## src/rtl/div_seq_pkg.sv

```systemverilog
// Shared definitions for the div_seq radix-2 restoring divider.
// State encodings and handshake level names used by the sequencer.
package div_seq_pkg;

  localparam int DIV_DATA_W = 32;

  typedef enum logic [1:0] {
    DIV_FREE    = 2'b00,
    DIV_BY_ZERO = 2'b01,
    DIV_ON      = 2'b10,
    DIV_END     = 2'b11
  } div_state_e;

  localparam logic DIV_RESULT_READY     = 1'b1;
  localparam logic DIV_RESULT_NOT_READY = 1'b0;
  localparam logic DIV_START            = 1'b1;
  localparam logic DIV_STOP             = 1'b0;

endpackage

```

## src/rtl/div_seq_step.sv

```systemverilog
// One restoring-division iteration: shift {rem,quo} left by one and
// trial-subtract the divisor from the widened partial remainder.
module div_seq_step #(
  parameter int W = 32
) (
  input  logic [W-1:0] rem,
  input  logic [W-1:0] quo,
  input  logic [W-1:0] divisor,
  output logic [W-1:0] rem_next,
  output logic [W-1:0] quo_next
);

  logic [W:0]   rem_sh;
  logic [W-1:0] diff;
  logic         fits;

  // When the shifted remainder overflows W bits it always exceeds the
  // divisor, and the true difference still fits in W bits, so the
  // W-bit wrapped subtraction is exact in that case.
  always_comb begin
    rem_sh   = {rem, quo[W-1]};
    diff     = rem_sh[W-1:0] - divisor;
    fits     = rem_sh[W] | (rem_sh[W-1:0] >= divisor);
    rem_next = fits ? diff : rem_sh[W-1:0];
    quo_next = {quo[W-2:0], fits};
  end

endmodule

```

## src/rtl/div_seq.sv

```systemverilog
// Multi-cycle radix-2 restoring divider sequencer for DIV/DIVU.
// result_o = {remainder, quotient}; ready_o qualifies it.
// Optional build macro DIV_EARLY_OUT_EN: finish in one edge when
// |dividend| < |divisor| (q=0, r=dividend); results are unchanged.
//
// state   | meaning
// --------+----------------------------------------------------------
// FREE    | idle, waiting for start_i; outputs held at zero
// BY_ZERO | divisor was zero; one edge later report a zero result
// ON      | iterating, one quotient bit per edge, then sign-correct
// END     | result valid; held until start_i drops or annul_i
module div_seq
  import div_seq_pkg::*;
#(
  parameter int DATA_W = DIV_DATA_W
) (
  input  logic                clk,
  input  logic                rst,
  input  logic                signed_div_i,
  input  logic [DATA_W-1:0]   opdata1_i,
  input  logic [DATA_W-1:0]   opdata2_i,
  input  logic                start_i,
  input  logic                annul_i,
  output logic [2*DATA_W-1:0] result_o,
  output logic                ready_o
);

  localparam int                CNT_W    = $clog2(DATA_W + 1);
  localparam logic [CNT_W-1:0] CNT_LAST = CNT_W'(DATA_W);

  div_state_e               state, state_n;
  logic [CNT_W-1:0]         cnt, cnt_n;
  logic [DATA_W-1:0]        rem, rem_n;
  logic [DATA_W-1:0]        quo, quo_n;
  logic [DATA_W-1:0]        dvs, dvs_n;
  logic                     sgn_mode, sgn_mode_n;
  logic                     sgn1, sgn1_n;
  logic                     sgn2, sgn2_n;
  logic [2*DATA_W-1:0]      result_n;
  logic                     ready_n;

  logic [DATA_W-1:0]        op1_mag, op2_mag;
  logic [DATA_W-1:0]        step_rem, step_quo;
  logic [DATA_W-1:0]        q_fix, r_fix;
  logic                     early_hit;
  logic                     go;

  div_seq_step #(.W(DATA_W)) u_step (
    .rem      (rem),
    .quo      (quo),
    .divisor  (dvs),
    .rem_next (step_rem),
    .quo_next (step_quo)
  );

  // Operand magnitudes at accept, and sign correction of the final result.
  always_comb begin
    op1_mag = (signed_div_i && opdata1_i[DATA_W-1]) ? -opdata1_i : opdata1_i;
    op2_mag = (signed_div_i && opdata2_i[DATA_W-1]) ? -opdata2_i : opdata2_i;
    q_fix   = (sgn_mode && (sgn1 ^ sgn2)) ? -quo : quo;
    r_fix   = (sgn_mode && sgn1) ? -rem : rem;
    go      = (start_i == DIV_START) && !annul_i;
  end

`ifdef DIV_EARLY_OUT_EN
  assign early_hit = op1_mag < op2_mag;
`else
  assign early_hit = 1'b0;
`endif

  // Next-state and datapath decode; every register holds by default.
  always_comb begin
    state_n    = state;
    cnt_n      = cnt;
    rem_n      = rem;
    quo_n      = quo;
    dvs_n      = dvs;
    sgn_mode_n = sgn_mode;
    sgn1_n     = sgn1;
    sgn2_n     = sgn2;
    result_n   = result_o;
    ready_n    = ready_o;
    unique case (state)
      DIV_FREE: begin
        ready_n  = DIV_RESULT_NOT_READY;
        result_n = '0;
        if (go) begin
          if (opdata2_i == '0) begin
            state_n = DIV_BY_ZERO;
          end else if (early_hit) begin
            state_n  = DIV_END;
            result_n = {opdata1_i, {DATA_W{1'b0}}};
            ready_n  = DIV_RESULT_READY;
          end else begin
            state_n    = DIV_ON;
            cnt_n      = '0;
            rem_n      = '0;
            quo_n      = op1_mag;
            dvs_n      = op2_mag;
            sgn_mode_n = signed_div_i;
            sgn1_n     = opdata1_i[DATA_W-1];
            sgn2_n     = opdata2_i[DATA_W-1];
          end
        end
      end
      DIV_BY_ZERO: begin
        if (annul_i) begin
          state_n = DIV_FREE;
        end else begin
          state_n  = DIV_END;
          result_n = '0;
          ready_n  = DIV_RESULT_READY;
        end
      end
      DIV_ON: begin
        if (annul_i) begin
          state_n  = DIV_FREE;
          ready_n  = DIV_RESULT_NOT_READY;
          result_n = '0;
        end else if (cnt != CNT_LAST) begin
          rem_n = step_rem;
          quo_n = step_quo;
          cnt_n = cnt + 1'b1;
        end else begin
          state_n  = DIV_END;
          result_n = {r_fix, q_fix};
          ready_n  = DIV_RESULT_READY;
        end
      end
      DIV_END: begin
        ready_n = DIV_RESULT_READY;
        if ((start_i == DIV_STOP) || annul_i) begin
          state_n  = DIV_FREE;
          result_n = '0;
          ready_n  = DIV_RESULT_NOT_READY;
        end
      end
      default: state_n = DIV_FREE;
    endcase
  end

  // State and datapath registers with synchronous active-high reset.
  always_ff @(posedge clk) begin
    if (rst) begin
      state    <= DIV_FREE;
      cnt      <= '0;
      rem      <= '0;
      quo      <= '0;
      dvs      <= '0;
      sgn_mode <= 1'b0;
      sgn1     <= 1'b0;
      sgn2     <= 1'b0;
      result_o <= '0;
      ready_o  <= DIV_RESULT_NOT_READY;
    end else begin
      state    <= state_n;
      cnt      <= cnt_n;
      rem      <= rem_n;
      quo      <= quo_n;
      dvs      <= dvs_n;
      sgn_mode <= sgn_mode_n;
      sgn1     <= sgn1_n;
      sgn2     <= sgn2_n;
      result_o <= result_n;
      ready_o  <= ready_n;
    end
  end

endmodule

```

## config.mk

```make
export PLATFORM = sky130hd
export DESIGN_NAME = div_seq
export DESIGN_NICKNAME = d
export VERILOG_FILES = /design/src/rtl/div_seq_pkg.sv /design/src/rtl/div_seq_step.sv /design/src/rtl/div_seq.sv
export SDC_FILE = /design/constraint.sdc
export NUM_CORES = 1
export LEC_CHECK = 0
export CAP_MARGIN = 20
export CORE_ASPECT_RATIO = 0.75
export CORE_MARGIN = 5
export CORE_UTILIZATION = 46
export DETAILED_ROUTE_END_ITERATION = 6
export PLACE_DENSITY = 0.77
export SYNTH_ARGS = -nofsm -noshare
export SYNTH_HDL_FRONTEND = slang
export SYNTH_SLANG_ARGS = --single-unit
```

## constraint.sdc

```tcl
create_clock -name clk -period 4.5 [get_ports clk]
set_input_delay 1.35 -clock clk [delete_from_list [all_inputs] [get_ports clk]]
set_output_delay 1.35 -clock clk [all_outputs]
set_load 0.05 [all_outputs]
```

==> flow_summary.json <==
{
  "critPathKind": "in2reg",
  "grt_overflow": 0,
  "portBuffers": 133,
  "initial_core_util": 0.466,
  "worstPathCellList": "clkdlybuf4s50_1 -> or4_4 -> or4_4 -> nor4_2 -> o21a_2 -> nor4_2 -> buf_4 -> and3_1 -> a211oi_1 -> o211ai_1",
  "period_needed_ns": 3.82,
  "synth.avg_cell_area_sq_um": 7.64,
  "cts_resized": 0,
  "path_max_fanout": 5,
  "dp_cells": 1835,
  "synth.cell_area_sq_mm": 0.0112,
  "gp_congestion": 0.942,
  "synthCells": 1459,
  "n_fill_cell": 2174,
  "cts_tree": "done",
  "final_nets": 1661,
  "htree_levels": 4,
  "diodes": 0,
  "cts_buffers": 17,
  "grt_use_met3": 0.0590,
  "slew-limit-headroom": 0.382,
  "power.density_mw_per_mm2": 455,
  "synth_flop_cell": "dfxtp_1",
  "rsz0062_at_grt": "no",
  "chipHeight_um": 145,
  "clock_latency_ns": 0.44,
  "layout-drive-gt1-share": 0.0730,
  "min_path_type": "reg2reg",
  "crit_required_ns": 4.81,
  "grt_max_degree": 72,
  "setup_viol": 0,
  "power.internal_uw": 3490,
  "clk_pin_slew_ns": 0.08,
  "pin_count": 134,
  "drt_pass1_iterations": 5,
  "root_buffer": "clkbuf_16",
  "die_width_um": 190,
  "grt_use_met1": 0.367,
  "synth_top_family_by_area": "compound AO/OA/AOI/OAI gates",
  "drv_slew": 0,
  "power_leakage_uw": 0.00483,
  "crit_path_start_kind": "primary input",
  "critPathCaptureType": "flip-flop",
  "cts_hold_buf": 0,
  "r2r_end": "rem[31]",
  "ys_seq_area_frac": 0.309,
  "worstHoldEndpoint": "result_o[51]",
  "power.switching_uw": 2570,
  "fin_crit_sh": 0.850,
  "synth.area.mux_share": 0.00987,
  "synth-compound-area-share": 0.251,
  "slowest_stage": "or4_4",
  "synth_fa_ha_area_frac": 0.0489,
  "pre_cts_slack_ns": 0.238,
  "die_area_sq_mm": 0.0275,
  "regArea_sq_mm": 0.00344,
  "arrival_ns": 4.13,
  "grt_pass1_vias": 9811,
  "grt_pass1_wl_mm": 52.5,
  "whs_ns": 0.456,
  "grt_util_met2": 0.322,
  "ys_ff_latch": 172,
  "drt_wl_total_mm": 32.9,
  "multi_input_area_sq_mm": 0.00709,
  "rows": 49,
  "reg2regPathDepth": 13,
  "combinationalPowerShare": 0.434,
  "vias": 10792,
  "setup_tns_ns": 0,
  "crit_cells": 10,
  "worstMarginPinSlew_ns": 0.925,
  "p_total_uw": 6060,
  "critPathBufInv": 2,
  "hold_violations": 0,
  "min_path_cells": 2,
  "r2r_start": "quo[31]",
  "antenna_found_initial": 0,
  "drt-vias-per-instance": 5.78,
  "power_frac_seq": 0.314,
  "yosysUniqueCellTypes": 67,
  "yosys.area_share.xor_xnor": 0.115,
  "syn_to_final_growth_pct": 19.5,
  "status": "finished clean",
  "synth-async-reset-ratio": 0,
  "path_delay_family": "simple AND/OR/NAND/NOR gates",
  "ys.warnings.count": 0,
  "drc_errors": 0,
  "top_usage_layer": "met1",
  "cts_sinks": 172,
  "finalNonFillerCells": 1868,
  "setup_ws_ns": 0.676,
  "synth_simple_gate_area_share": 0.208,
  "antenna_left": 0,
  "ir_drop_v": 0.000318,
  "hpwl_mm": 25.4,
  "fmax_ghz": 0.262,
  "power_frac_clock": 0.252,
  "cap_viol_max_count": 0,
  "cts_max_path_buffers": 2,
  "fin_worst_skew_ns": 0.0144,
  "sw_frac_of_total": 0.424,
  "wl_per_cell_um": 17.6,
  "grt_usage": 0.234,
  "first_iter_violations": 1026,
  "synth-edff-count": 0,
  "post_cts_buffers": 0,
  "synth_nets": 1571,
  "worst-r2r-setup-slack_ns": 1.09,
  "slowest_delay_ns": 0.56,
  "coreArea_sq_mm": 0.0239,
  "min-delay-start": "result_o[51]"
}
-- how the worst max path moves through the flow --
stage | startpoint | endpoint | slack (ns)
floorplan | opdata2_i[10] | dvs[10] | 0.94
global placement | opdata1_i[4] | quo[22] | 0.23
detailed placement | opdata2_i[11] | rem[27] | 0.24
CTS | opdata2_i[11] | rem[27] | 0.70
global route | opdata1_i[4] | quo[20] | 0.53
finish | opdata2_i[11] | rem[31] | 0.68
-- worst min-delay path, cell delays in order, from the launching register on --
cell,delay (ns)
dfxtp_1,0.33
nand2_1,0.04
o21ai_0,0.05
-- registers in the layout, summed over array words and instances, names as in the netlist, 2 cells and up --
register	cells
result_o	64
rem	32
cnt	6
quo	32
state	2
dvs	32
-- metal layers --
layer  part of all wire  vias to the layer above
met2               0.40                      481
li1                   -                     5295
met3               0.10                       21
met4             0.0098                        0
met1               0.49                     4995
met5                  0                        -
-- metrics by stage --
step / utilization / area [sq um]
floorplan: - / 11200
CTS: 0.556 / 13300
global placement: 0.531 / 12700
finish: 0.557 / 13300
detailed placement: 0.531 / 12700
global route: 0.557 / 13300
-- synth_stat cells, types with 16 or more instances --
library cell	number	area (sq um)
inv_1	64	240
nor4_1	16	100
ha_1	42	526
nand2_1	181	679
a211oi_2	29	363
nor3_1	47	235
a21oi_1	139	696
a22oi_1	36	270
dfxtp_1	172	3440
o21ai_0	119	596
clkbuf_1	65	244
o31ai_1	19	143
nor2_1	163	612
xnor2_1	88	771
xor2_1	59	517
-- cell type report --
type / instances / share of cell area
Clock buffer: 18 / 0.0322
Tap cell: 306 / 0.0287
Clock inverter: 14 / 0.0131
Inverter: 64 / 0.0180
Multi-Input combinational cell: 1136 / 0.532
Timing Repair Buffer: 158 / 0.118
Sequential cell: 172 / 0.258
-- cell families after synthesis --
logic type,count (synthesis)
AOI/OAI and AO/OA,432
xor gates and xnor gates,147
adders and majority gates,43
buffers and inverters,151
DFF,172
muxes,11
and+or+nand+nor,503
-- cells in the final DEF (no fill, tap or decap), types with 6 or more instances in the layout --
master,n
nand2_1,181
dfxtp_1,172
nor2_1,161
a21oi_1,139
clkdlybuf4s50_1,132
o21ai_0,119
xnor2_1,88
inv_1,64
xor2_1,59
nor3_1,47
ha_1,41
a22oi_1,36
a211oi_2,29
buf_4,22
o31ai_1,19
clkbuf_16,17
nor4_1,16
a21o_1,13
nand2b_1,13
nand3_1,12
mux2i_1,11
or4_1,9
nand4_1,9
o41ai_1,9
and2_1,8
a31oi_1,8
nor2b_1,7
a211oi_1,7
o21bai_1,7
o21ai_1,7
or3_1,6
-- power groups by stage --
stage	registers (uW)	clock network, uW	logic, uW
finish	1900	1530	2630
global route	1920	1610	2880
CTS	1890	1550	2550
detailed placement	1930	0	2540
global placement	1920	0	2490
floorplan	1870	0	1940
No activity file was read; power rests on OpenSTA's default activity.
